[src/rtl/posit_acc_seq.sv]
// Accumulation controller around an external combinational posit adder.
// Streams operands in, folds them into a running sum, and emits the sum on the last operand.
module posit_acc_seq #(
  parameter int N  = 16,
  parameter int es = 2,
  parameter int CW = 8
) (
  input  logic          clk,
  input  logic          rst,
  input  logic [N-1:0]  in_data,
  input  logic          in_valid,
  input  logic          in_last,
  output logic          in_ready,
  output logic [N-1:0]  add_in1,
  output logic [N-1:0]  add_in2,
  output logic          add_start,
  input  logic [N-1:0]  add_out,
  input  logic          add_inf,
  input  logic          add_zero,
  input  logic          add_done,
  output logic [N-1:0]  out_data,
  output logic          out_inf,
  output logic [CW-1:0] out_cnt,
  output logic          out_valid,
  input  logic          out_ready
);

  typedef enum logic [1:0] {S_IN, S_ADD, S_OUT} state_t;

  state_t        state;
  logic [N-1:0]  acc;
  logic [N-1:0]  op_r;
  logic          last_r;
  logic          inf_r;
  logic [CW-1:0] cnt;

  // A zero sum is already encoded in the adder's result word.
  logic unused_zero;
  assign unused_zero = add_zero;

  always_ff @(posedge clk) begin
    if (rst) begin
      state  <= S_IN;
      acc    <= '0;
      op_r   <= '0;
      last_r <= 1'b0;
      inf_r  <= 1'b0;
      cnt    <= '0;
    end else begin
      case (state)
        S_IN: begin
          if (in_valid) begin
            op_r   <= in_data;
            last_r <= in_last;
            state  <= S_ADD;
          end
        end
        S_ADD: begin
          if (add_done) begin
            acc   <= add_out;
            inf_r <= inf_r | add_inf;
            if (cnt != {CW{1'b1}})
              cnt <= cnt + 1'b1;
            state <= last_r ? S_OUT : S_IN;
          end
        end
        S_OUT: begin
          if (out_ready) begin
            acc   <= '0;
            inf_r <= 1'b0;
            cnt   <= '0;
            state <= S_IN;
          end
        end
        default: state <= S_IN;
      endcase
    end
  end

  // Handshake outputs depend on the state register only, never on inputs.
  assign in_ready  = (state == S_IN);
  assign add_start = (state == S_ADD);
  assign out_valid = (state == S_OUT);

  assign add_in1  = acc;
  assign add_in2  = op_r;
  assign out_data = acc;
  assign out_inf  = inf_r;
  assign out_cnt  = cnt;

endmodule
[config.mk]
export PLATFORM = sky130hd
export DESIGN_NAME = posit_acc_seq
export DESIGN_NICKNAME = d
export VERILOG_FILES = /design/src/rtl/posit_acc_seq.sv
export SDC_FILE = /design/constraint.sdc
export NUM_CORES = 1
export LEC_CHECK = 0
export ABC_CLOCK_PERIOD_IN_PS = 2700
export BUFFER_PORTS_ARGS = -buffer_cell sky130_fd_sc_hd__buf_2
export CAP_MARGIN = 10
export CORE_UTILIZATION = 45
export DETAILED_ROUTE_END_ITERATION = 10
export PLACE_DENSITY_LB_ADDON = 0.12
export REMOVE_ABC_BUFFERS = 1
export SLEW_MARGIN = 20
export SYNTH_ARGS = -nofsm -noshare
export SYNTH_HDL_FRONTEND = slang
export SYNTH_SLANG_ARGS = --single-unit
[constraint.sdc]
create_clock -name clk -period 2.7 [get_ports clk]
set_input_delay 0.27 -clock clk [delete_from_list [all_inputs] [get_ports clk]]
set_output_delay 0.27 -clock clk [all_outputs]
set_load 0.05 [all_outputs]
==> reports/metrics.cfg <==
[synth]
ys_seq_area_share_pct = 47.9
synth_area_mm2 = 0.00184
netlist_instances = 231
synth_seq_cells = 44
synth_cell_type_count = 30
synth_warnings = 0
syn_area_per_cell_um2 = 7.96

[final_layout]
syn2layout_area_growth_pct = 25.8
regArea_um2 = 881
multi_input_area_um2 = 757
drive_gt1_share_pct = 35.8
antenna_cells = 0
final_area_mm2 = 0.00231
fin_nets = 347
fillCellCount = 375

[clock_tree]
cts_buffer_depth = 2
cts_buffers = 5
cts_resized = 0
cts-root-buf = clkbuf_8
cts_tree = done
worstSkewPairLatency_ns = 0.29
clkTransAtPathRegs_ns = 0.08
post-cts-setup-buffers = 0
htreeDepth = 2
cts-hold-fix-buffers = 0
cts.sinks = 44

[placement]
portBuffers = 98
dpl.hpwl_um = 2870
dpl_cell_area_mm2 = 0.00222
routabilityCongestion = 0.788

[timing]
worst_slew_pin_slew_ns = 0.792
period_share_pct = 64.2
fmax_mhz = 577
finalSetupViolCount = 0
relSlewSlack_pct = 47.2
finalHoldViolCount = 0
setup_tns_ns = 0
post-route-min-period_ns = 1.73
clock_skew_ns = 0.00205
drv_slew = 0
rsz0062_at_grt = no

[drt]
avgRoutedWirePerCell_um = 11.8
ant_nets = 0
num_vias = 1799
routed-wl-met3_um = 242
route.detailed.drc = 0
drtIter0Drc = 148
drtPass1Iterations = 4
dr_wl_met2_um = 1880
routed.top_layer = met4
wirelength_um = 4190
viasPerCell = 5.07
wl_met1_um = 2030

[global_routing]
grt_pass1_vias = 1479
grt_max_degree = 46
overflow = 0
grt_pass1_wl_um = 6470
antenna_found_initial = 0
grt.total_usage_pct = 19.4

[outcome]
status = finished clean

[floorplan]
initial_utilization_pct = 48.4
io-pin-count = 100
die_area_mm2 = 0.00434
coreArea_mm2 = 0.00380
fp.dieW_um = 65.9
die_h_um = 65.9
rows = 22

[setup_path]
cp_top_family = simple AND/OR/NAND/NOR gates
worstSetupEndpointType = flip-flop
crit_path_start_kind = flip-flop
critPathKind = reg -> reg
cp_max_fo = 7
slowest_stage = dfxtp_1
cp_cell_sequence = ha_1, and3_1, and4_1, nor2_1, a311oi_1
slowest_delay_ns = 0.42
crit_required_ns = 2.90
critPathArrivalTime_ns = 1.94
crit_buf_inv = 0

[power]
ir_drop_v = 0.000513
p_leak_nw = 1.11
power_density_mw_per_mm2 = 598

[run]
maxCapViolCount = 0

[hold_path]
hold_path_class = in -> reg

## registers in the layout (all words and copies together), names as in the netlist
name     cells
add_in2     16
last_r       1
out_cnt      8
add_in1     16
out_inf      1
state        2
## layout by cell type (no fill, tap or decap), types with 2 or more instances in the layout
cell and instances:
a21oi_1 40, a31oi_1 3, a41oi_1 2, and3_1 2
and4_1 2, buf_2 98, buf_4 3, clkbuf_8 6
dfxtp_1 44, mux2i_1 2, nand2_1 53, nand2b_1 2
nand3_1 19, nand3b_1 2, nor2_1 4, nor3_1 9
o21ai_0 2
## per-layer routing
layer	track usage, %	up-vias
met2	32.7	58
li1	-	918
met1	23.8	817
met5	0	-
met3	4.31	6
met4	7.34	0
## worst paths after layout
| path | startpoint | end | slack [ns] | depth (start not counted) |
|---|---|---|---|---|
| worst max-delay path | out_cnt[0]$_SDFFE_PP0P_ | out_cnt[3]$_SDFFE_PP0P_ | 0.97 | 5 |
| worst min-delay path | in_data[13] | add_in2[13]$_SDFFE_PP0P_ | 0.21 | 3 |
| worst max register to register | out_cnt[0]$_SDFFE_PP0P_ | out_cnt[3]$_SDFFE_PP0P_ | 0.97 | 5 |
| worst min register to register | add_in2[7]$_SDFFE_PP0P_ | add_in2[7]$_SDFFE_PP0P_ | 0.45 | 2 |
## cell type report
cell class | instances | area share, %
Tap cell | 48 | 2.60
Multi-Input combinational cell | 152 | 32.7
Timing Repair Buffer | 101 | 22.2
Clock buffer | 7 | 3.73
Inverter | 2 | 0.325
Clock inverter | 1 | 0.325
Sequential cell | 44 | 38.1
## cells by family after synthesis
logic type | count (synthesis) | synth area share (%)
buffers and inverters | 35 | 10.9
adder cells (fa/ha/maj) | 1 | 0.681
AND/OR/NAND/NOR | 97 | 24.0
flip-flops | 44 | 47.9
multiplexers | 2 | 1.09
AO/OA/AOI/OAI | 52 | 15.5
## worst min-delay path: cells and delay by family
kind,cells,cell delay [ns]
buf+inv,1,0.09
simple gates,1,0.04
compound gates,1,0.05
## cells in the mapped netlist
cell      number  area [um^2]
inv_2          1         3.75
inv_1          1         3.75
buf_2          7         35.0
nand2_1       53          199
a41oi_1        2         17.5
dfxtp_1       44          881
or4_1          1         7.51
a31oi_1        3         18.8
nor3_1         9         45.0
nand3_1       19         95.1
a21o_1         1         7.51
nor2b_1        1         6.26
buf_1          1         3.75
a211oi_1       1         7.51
and3_1         2         12.5
a21oi_1       40          200
mux2i_1        2         20.0
clkbuf_1       9         33.8
nand2b_1       2         12.5
ha_1           1         12.5
and4_1         2         17.5
o21ai_0        2         10.0
nand3b_1       2         15.0
and2_1         1         6.26
and3b_1        1         8.76
buf_4         16          120
a21oi_2        1         8.76
a311oi_1       1         8.76
o21ai_1        1         5.00
nor2_1         4         15.0
## through the flow
| step | cells | util, % | worst slack (ns) | hold WS (ns) | total power [mW] |
|---|---|---|---|---|---|
| 2_1_floorplan | 198 | - | 0.467 | 0.339 | 0.889 |
| 3_3_place_gp | 347 | 58.4 | 0.993 | 0.440 | 0.977 |
| 3_5_place_dp | 347 | 58.4 | 0.977 | 0.443 | 0.979 |
| 4_1_cts | 355 | 60.9 | 0.957 | 0.200 | 1.40 |
| 5_1_grt | 355 | 60.9 | 0.790 | 0.203 | 1.44 |
| 6_report | 355 | 60.9 | 0.966 | 0.206 | 1.38 |
## report_power, final
part	internal, mW	leakage (nW)	switching (mW)
Sequential	0.676	0.359	0.0161
Clock	0.208	0.0445	0.213
Combinational	0.0690	0.709	0.200
(Power assumes the default switching activity.)
